==> config.mk <==
export PLATFORM = sky130hd
export DESIGN_NAME = remote_comm_link
export DESIGN_NICKNAME = d
export VERILOG_FILES = /design/src/rtl/remote_comm_link.sv
export SDC_FILE = /design/constraint.sdc
export NUM_CORES = 1
export LEC_CHECK = 0
export CORE_UTILIZATION = 65
export CTS_CLUSTER_DIAMETER = 50
export DETAILED_ROUTE_END_ITERATION = 12
export DONT_BUFFER_PORTS = 1
export GPL_TIMING_DRIVEN = 0
export HOLD_SLACK_MARGIN = 0.05
export PLACE_DENSITY = 0.83
export SLEW_MARGIN = 20
export SYNTH_ARGS = -nofsm -noshare
export SYNTH_HDL_FRONTEND = slang
export SYNTH_SLANG_ARGS = --single-unit
==> constraint.sdc <==
create_clock -name clk -period 4.47 [get_ports clk]
set_clock_uncertainty 0.15 [all_clocks]
set_input_delay 0.447 -clock clk [delete_from_list [all_inputs] [get_ports clk]]
set_output_delay 0.447 -clock clk [all_outputs]
set_load 0.05 [all_outputs]
==> src/rtl/remote_comm_link.sv <==
// Host-side UART command link: sends a 16-bit command as two 8N1 frames (high byte
// first) and reports every byte the robot sends back.
module remote_comm_link #(
    parameter int BAUD_DIV = 2604
) (
    input  logic        clk,
    input  logic        rst,
    input  logic        RX,
    output logic        TX,
    input  logic [15:0] cmd,
    input  logic        send_cmd,
    output logic        cmd_sent,
    output logic        resp_rdy,
    output logic [7:0]  resp
);

    localparam int CW = $clog2(BAUD_DIV + 1);
    localparam logic [CW-1:0] BAUD_LAST = CW'(BAUD_DIV - 1);
    localparam logic [CW-1:0] HALF_LAST = CW'(BAUD_DIV / 2 - 1);

    typedef enum logic [1:0] {IDLE, HIGH, LOW} tx_state_t;

    tx_state_t      state;
    tx_state_t      next_state;
    logic [7:0]     low_byte;
    logic [9:0]     tx_shift;
    logic [CW-1:0]  tx_baud;
    logic [3:0]     tx_bit;
    logic           frame_done;
    logic           load_frame;
    logic           accept;
    logic           set_sent;
    logic [7:0]     frame_byte;

    logic           rx_meta;
    logic           rx_sync;
    logic           rx_prev;
    logic           rx_busy;
    logic           rx_fall;
    logic [CW-1:0]  rx_cnt;
    logic [3:0]     rx_bit;
    logic [7:0]     rx_shift;

    assign frame_done = (state != IDLE) && (tx_baud == BAUD_LAST) && (tx_bit == 4'd9);
    assign TX         = tx_shift[0];
    assign rx_fall    = rx_prev & ~rx_sync;

    always_ff @(posedge clk) begin
        if (rst) state <= IDLE;
        else     state <= next_state;
    end

    always_comb begin
        next_state = state;
        load_frame = 1'b0;
        accept     = 1'b0;
        set_sent   = 1'b0;
        frame_byte = cmd[15:8];
        case (state)
            IDLE: begin
                if (send_cmd) begin
                    accept     = 1'b1;
                    load_frame = 1'b1;
                    next_state = HIGH;
                end
            end
            HIGH: begin
                if (frame_done) begin
                    load_frame = 1'b1;
                    frame_byte = low_byte;
                    next_state = LOW;
                end
            end
            LOW: begin
                if (frame_done) begin
                    set_sent   = 1'b1;
                    next_state = IDLE;
                end
            end
            default: next_state = IDLE;
        endcase
    end

    // The high byte goes straight into the shifter, so only the low byte needs holding.
    always_ff @(posedge clk) begin
        if (rst) begin
            low_byte <= '0;
            tx_shift <= '1;
            tx_baud  <= '0;
            tx_bit   <= '0;
            cmd_sent <= 1'b0;
        end else begin
            if (accept) begin
                low_byte <= cmd[7:0];
                cmd_sent <= 1'b0;
            end
            if (set_sent) cmd_sent <= 1'b1;
            if (load_frame) begin
                tx_shift <= {1'b1, frame_byte, 1'b0};
                tx_baud  <= '0;
                tx_bit   <= '0;
            end else if (state != IDLE) begin
                if (tx_baud == BAUD_LAST) begin
                    tx_baud  <= '0;
                    tx_bit   <= tx_bit + 4'd1;
                    tx_shift <= {1'b1, tx_shift[9:1]};
                end else begin
                    tx_baud <= tx_baud + CW'(1);
                end
            end
        end
    end

    // Sample 0 is the start bit, 1..8 are data (LSB first), 9 is the stop bit.
    always_ff @(posedge clk) begin
        if (rst) begin
            rx_meta  <= 1'b1;
            rx_sync  <= 1'b1;
            rx_prev  <= 1'b1;
            rx_busy  <= 1'b0;
            rx_cnt   <= '0;
            rx_bit   <= '0;
            rx_shift <= '0;
            resp     <= '0;
            resp_rdy <= 1'b0;
        end else begin
            rx_meta  <= RX;
            rx_sync  <= rx_meta;
            rx_prev  <= rx_sync;
            resp_rdy <= 1'b0;
            if (!rx_busy) begin
                if (rx_fall) begin
                    rx_busy <= 1'b1;
                    rx_cnt  <= HALF_LAST;
                    rx_bit  <= '0;
                end
            end else if (rx_cnt != '0) begin
                rx_cnt <= rx_cnt - CW'(1);
            end else begin
                rx_cnt <= BAUD_LAST;
                rx_bit <= rx_bit + 4'd1;
                if (rx_bit == 4'd9) begin
                    resp     <= rx_shift;
                    resp_rdy <= 1'b1;
                    rx_busy  <= 1'b0;
                end else if (rx_bit != 4'd0) begin
                    rx_shift <= {rx_sync, rx_shift[7:1]};
                end
            end
        end
    end

endmodule

# --- Word level (Yosys, flattened, before mapping) ---
# Index checks and enable logic that the tools add are counted.
# Widths: inputs -> output; s select.
word_totals:
  regBits: 73
  latch_bits: 0
  ram_bits: 0
  romBits: 0
  output_inout_bits: 11
  elab_cells: 79
  n_memories: 0
classes:
  n_addsub: 4
  multipliers: 0
  n_div: 0
  order_cmp: 0
  n_eq_ne: 9
  shifts: 0
  mux: 28
  bitwise_logic: 5
  reduce_logical: 18
ops:
  columns: ["cell", "count"]
  rows:
  - ["$mux 12", 4]
  - ["$mux 9", 3]
  - ["$mux 8", 2]
  - ["$add 12x1->12 const B", 1]
  - ["$eq 12x12->1 const B", 1]
  - ["$mux 4", 3]
  - ["$reduce_bool 12->1", 1]
  - ["$sub 12x1->12 const B", 1]
  - ["$mux 1", 11]
  - ["$reduce_bool 2->1", 5]
  - ["$add 4x1->4 const B", 2]
  - ["$eq 4x4->1 const B", 2]
  - ["$ne 2x2->1 const B", 4]
  - ["$mux 2", 3]
  - ["$pmux 2 s3", 1]
  - ["$reduce_and 2->1", 3]
  - ["$reduce_and 3->1", 2]
  - ["$not 1->1", 4]
  - ["$reduce_and 4->1", 1]
  - ["$reduce_bool 4->1", 1]
  - ["$reduce_or 3->1", 1]
  - ["$eq 2x1->1 const B", 1]
  - ["$eq 2x2->1 const B", 1]
  - ["$logic_and 1x1->1", 2]
  - ["4 further kinds", 4]

# --- Longest topological paths before layout ---
depth:
  depth_word: 7
  mapped_depth: 8

# --- Least setup slack after synthesis ---
# OpenSTA, ideal clock, no wires.
synth_timing:
  path_kind: "register to register"
  startpoint: "reg rx_cnt[2]"
  endpoint: "reg rx_cnt[9]"
  setup_time_ps: 74
  arrival_ps: 1634
  required_time_ps: 4246
  path_slack_ps: 2612
  stages_incl_launch_ff: 6
  path_buffers: 1
  path_cell_list: "dfxtp_1 -> buf_6 -> or4_4 -> nor2_2 -> or4b_1 -> a31oi_1"
synth_via:
  elab_chain_len: 3
  word_cells_on_any_way: 4
  cone_classes: "add/sub (1); mux (2); reduce/logical (1)"
synth_rtl:
  columns: ["item", "line_no", "source"]
  rows:
  - ["start, declared", "40", "logic [CW-1:0] rx_cnt;"]
  - ["start signal, assigned", "138", "rx_cnt <= rx_cnt - CW'(1);"]
  - ["$sub 12x1->12 / $reduce_bool 12->1 (equally long branches)", "138, 137", null]
  - ["$mux 12 (*)", "137", "end else if (rx_cnt != '0) begin"]
  - ["$mux 12 (*)", "131", "if (!rx_busy) begin"]
# Every way passes the cells marked *; elsewhere a longest branch is shown, timed or not.
# A chain may end at the register's enable or synchronous reset.

# --- Worst setup path after layout ---
layout_timing:
  startpoint: "reg tx_baud[0]"
  endpoint: "reg tx_shift[3]"
layout_via:
  elab_chain_len: 7
  word_cells_on_any_way: 11
  cone_classes: "eq/ne (1); mux (5); reduce/logical (5)"
layout_rtl:
  columns: ["item", "line_no", "source"]
  rows:
  - ["start, declared", "27", "logic [CW-1:0] tx_baud;"]
  - ["start signal, assigned", "108", "tx_baud <= tx_baud + CW'(1);"]
  - ["$eq 12x12->1 (*)", "44, 103", null]
  - ["$logic_and 1x1->1 (2 in series)", "44", "assign frame_done = (state != IDLE) && (tx_baud == BAUD_LAST) && (tx_bit == 4'd9);"]
  - ["$mux 1", "68", "if (frame_done) begin"]
  - ["$pmux 1 s2", "59", "case (state)"]
  - ["$reduce_bool 2->1 (no source line)", null, null]
  - ["$reduce_and 2->1 (no source line)", null, null]
  - ["end signal, assigned", "99", "tx_shift <= {1'b1, frame_byte, 1'b0};"]
  - ["end signal, assigned", "106", "tx_shift <= {1'b1, tx_shift[9:1]};"]
  - ["end, declared", "26", "logic [9:0] tx_shift;"]
# Marks and branches as above.

==> impl_results.md <==
* Status: complete, no violations
* Initial antenna violation count at 0
* GR Util All Layers at 0.299
* Vias per cell at 6.23
* Register bit total from synthesis at 73
* Synthesized instance count at 414
* Syn Std Cell Area at 3460 sq um
* Input/output buffers at 0
* Number of global-route vias before repair at 2829
* Antenna cells at 0
* WL final at 7.92 mm
* Most common cell after layout, fill and taps aside: dfxtp_1
* Ys async rst share at 0
* Chip Height at 74.9 microns
* Slew headroom at 0.483
* XOR/XNOR Fraction of Synth Area at 0.0253
* Fin. Hold Viols at 0
* Class of the most critical setup path: reg2reg
* Crit. Startpoint: tx_baud[0]$_SDFFE_PP0P_
* Post-synthesis simple-gate area fraction at 0.246
* Mapped Nets at 442
* Flop pwr share at 0.514
* Hold Path Depth at 2
* Endpoints failing setup at 0
* R2R Path Start: tx_baud[0]$_SDFFE_PP0P_
* Worst reg-to-reg setup slack at 2.30 ns
* Number of library cell types mapped by synthesis at 55
* Ratio of cells with drive above 1 in the final layout at 0.116
* Boundary Pins at 31
* Sw Pwr at 0.000406 W
* Compound-Gate Fraction of Synth Area at 0.207
* CP Data Arrival Time at 2.29 ns
* Setup Fix Bufs, Post-CTS at 0
* First-pass GRT wire length at 12.8 mm
* HP Class: in2reg
* CP required at 4.59 ns
* Kind of end point of the critical path: flop
* Element type at the critical path start: flop
* Critical R2R Capture: tx_shift[3]$_SDFFE_PP1P_
* Hold EP: low_byte[6]$_SDFFE_PP0P_
* Vias at 3127
* HP Start: cmd[6]
* Leak Pwr at 1.26 nW
* Maximum root-to-sink buffer count at 2
* Max-cap violations at 0
* Post-CTS sizing at 0
* CTS Buf Count at 9
* Reg2reg path depth at 6
* Peak supply drop at 276 uV
* Fin nets at 455
* Tmin final at 2.17 ns
* Largest fanout on the critical path at 8
* Row Count at 26
* Adder-cell share of the synthesized area at 0.0290
* Post-layout util at 0.734
* Register area share after synthesis at 0.423
* Antenna-violating nets left at 0
* RSZ-0062 raised after global routing: no
* Commonest cells after routing, fill and taps aside: dfxtp_1, a21oi_1, nand2_1, nand3_1
* Placeable Area at 5110 sq um
* Part of the power in the clock network at 0.367
* Fin crit share at 0.486
* Gr ovfl total at 0
* Yosys warnings at 0
* Setup TNS at 0 ns
* Drt first pass iters at 5
* Post-synth EDFFs at 0
* Reg clk slew, reported paths at 0.09 ns
* Sw Share at 0.299
* CTS tree: done
* DRC violations left at 0
* Slew @ Worst Pin at 0.775 ns
* Slew Limit Fails at 0
* H-tree depth at 3
* Syn_area_per_cell at 8.35 sq um
* Max Clk Rate at 0.460 GHz
* Largest net degree at the start of global routing at 16
* Initial core utilization at 0.677
* Logic pwr share at 0.118
* Initial drt markers at 285
* Die Width at 74.9 microns
* Pwr dens at 362 nW/um^2
* Post-DR wirelength/cell at 15.8 microns
* Mux contribution to synthesized area at 0.0228
* GP Congestion at 0.825
* Post-DP HPWL at 5.32 mm
* Internal power at 0.000950 W
* Clock Sinks at 73
* Area Growth Syn to Fin at 8.47%
* Ys flop type: dfxtp_1
* Die area at 5610 sq um
* Largest family of logic cells by synthesized area: simple AND/OR/NAND/NOR gates
* Clock latency on the worst-skew pair at 0.37 ns
* Hold_buf cts at 2
* CTS Root Cell: clkbuf_8
## critical path, stage by stage, from the launching register on
cell and delay, ns:
dfxtp_1 0.40, ha_1 0.26, o21a_1 0.21, nand4_1 0.30, and2_0 0.27, clkbuf_1 0.20, o31ai_1 0.29
## registers in the layout, summed over array words and instances, names as in the netlist, 2 cells and up
register  cells
rx_bit        4
low_byte      8
rx_cnt       12
tx_shift      9
resp          8
tx_bit        4
tx_baud      12
state         2
rx_shift      8
## synthesized netlist by cell type (2+ instances only)
library cell  number  share of area
or2_2              6          0.011
ha_1               8          0.029
or3b_2             2         0.0051
dfxtp_1           73           0.42
nand3b_1           3         0.0065
o21a_1             3         0.0065
a311oi_1           2         0.0051
o31a_2             3         0.0087
nor2b_1            4         0.0072
nand3_1           30          0.043
o21ai_0           27          0.039
nor4_1             2         0.0036
nand2b_1           3         0.0054
o211ai_1           2         0.0043
xnor2_1            8          0.020
and3b_1            2         0.0051
a21oi_1           47          0.068
nor2_1            27          0.029
nor3_1            15          0.022
and4_1             2         0.0051
clkbuf_1          19          0.021
mux2_2             6          0.020
or4_4              2         0.0065
buf_2              7          0.010
a211oi_1           2         0.0043
a31oi_1           15          0.027
o31ai_1            9          0.020
nand4_1            8          0.014
a21o_1             2         0.0043
inv_1             12          0.013
nand2_1           36          0.039
xor2_1             2         0.0051
or3_1              3         0.0054
## layout make-up
cell class / count / area (sq um)
sequential: 73 / 1460
clock inverter: 7 / 61.3
timing repair buffer: 2 / 20.0
multi-input combinational: 302 / 1830
clock buffer: 9 / 124
buffer: 27 / 118
tap: 70 / 87.6
inverter: 12 / 45.0
fill: 406 / 1360
## stage by stage
step / setup slack [ns] / cell area, sq um / power, W / std cells / hold slack [ns]
5_1_grt: 2.15 / 3750 / 0.00141 / 502 / 0.0600
6_report: 2.30 / 3750 / 0.00136 / 502 / 0.0523
3_5_place_dp: 2.36 / 3540 / 0.000866 / 484 / 0.249
2_1_floorplan: 2.61 / 3460 / 0.000832 / 414 / 0.239
4_1_cts: 2.33 / 3750 / 0.00135 / 502 / 0.0533
3_3_place_gp: 2.40 / 3540 / 0.000862 / 484 / 0.247
## worst max-delay path by stage
stage,end,slack [ns],cells past startpoint
finish,tx_shift[3]$_SDFFE_PP1P_,2.30,6
floorplan,rx_cnt[9]$_SDFFE_PP0P_,2.61,5
global route,tx_shift[7]$_SDFFE_PP1P_,2.15,6
detailed placement,tx_shift[7]$_SDFFE_PP1P_,2.36,6
CTS,tx_shift[7]$_SDFFE_PP1P_,2.33,6
global placement,tx_shift[7]$_SDFFE_PP1P_,2.40,6
## power by group through the flow
stage | combinational [W] | sequential (W) | clock, W
2_1_floorplan | 0.000125 | 0.000706 | 0
3_3_place_gp | 0.000152 | 0.000710 | 0
3_5_place_dp | 0.000155 | 0.000711 | 0
4_1_cts | 0.000158 | 0.000696 | 0.000500
5_1_grt | 0.000177 | 0.000701 | 0.000529
6_report | 0.000160 | 0.000697 | 0.000498
## logic make-up (layout without fill, tap and decap cells)
| group | count (synthesis) | in the layout |
|---|---|---|
| and+or+nand+nor | 157 | 157 |
| AOI/OAI and AO/OA | 120 | 120 |
| DFF | 73 | 73 |
| buffers and inverters | 39 | 57 |
| xor gates and xnor gates | 10 | 10 |
| adders and majority gates | 8 | 8 |
| muxes | 7 | 7 |
## metal layers
layer  share of wire  track usage  wire length [microns]  vias to the layer above
li1                -            -                      -                     1529
met1            0.45        0.379                   3580                     1478
met2            0.47        0.487                   3730                      107
met3           0.059       0.0790                    465                       13
met4           0.018        0.115                    144                        0
met5               0            0                      0                        -
Note: power is estimated with default switching activity, not from simulation.
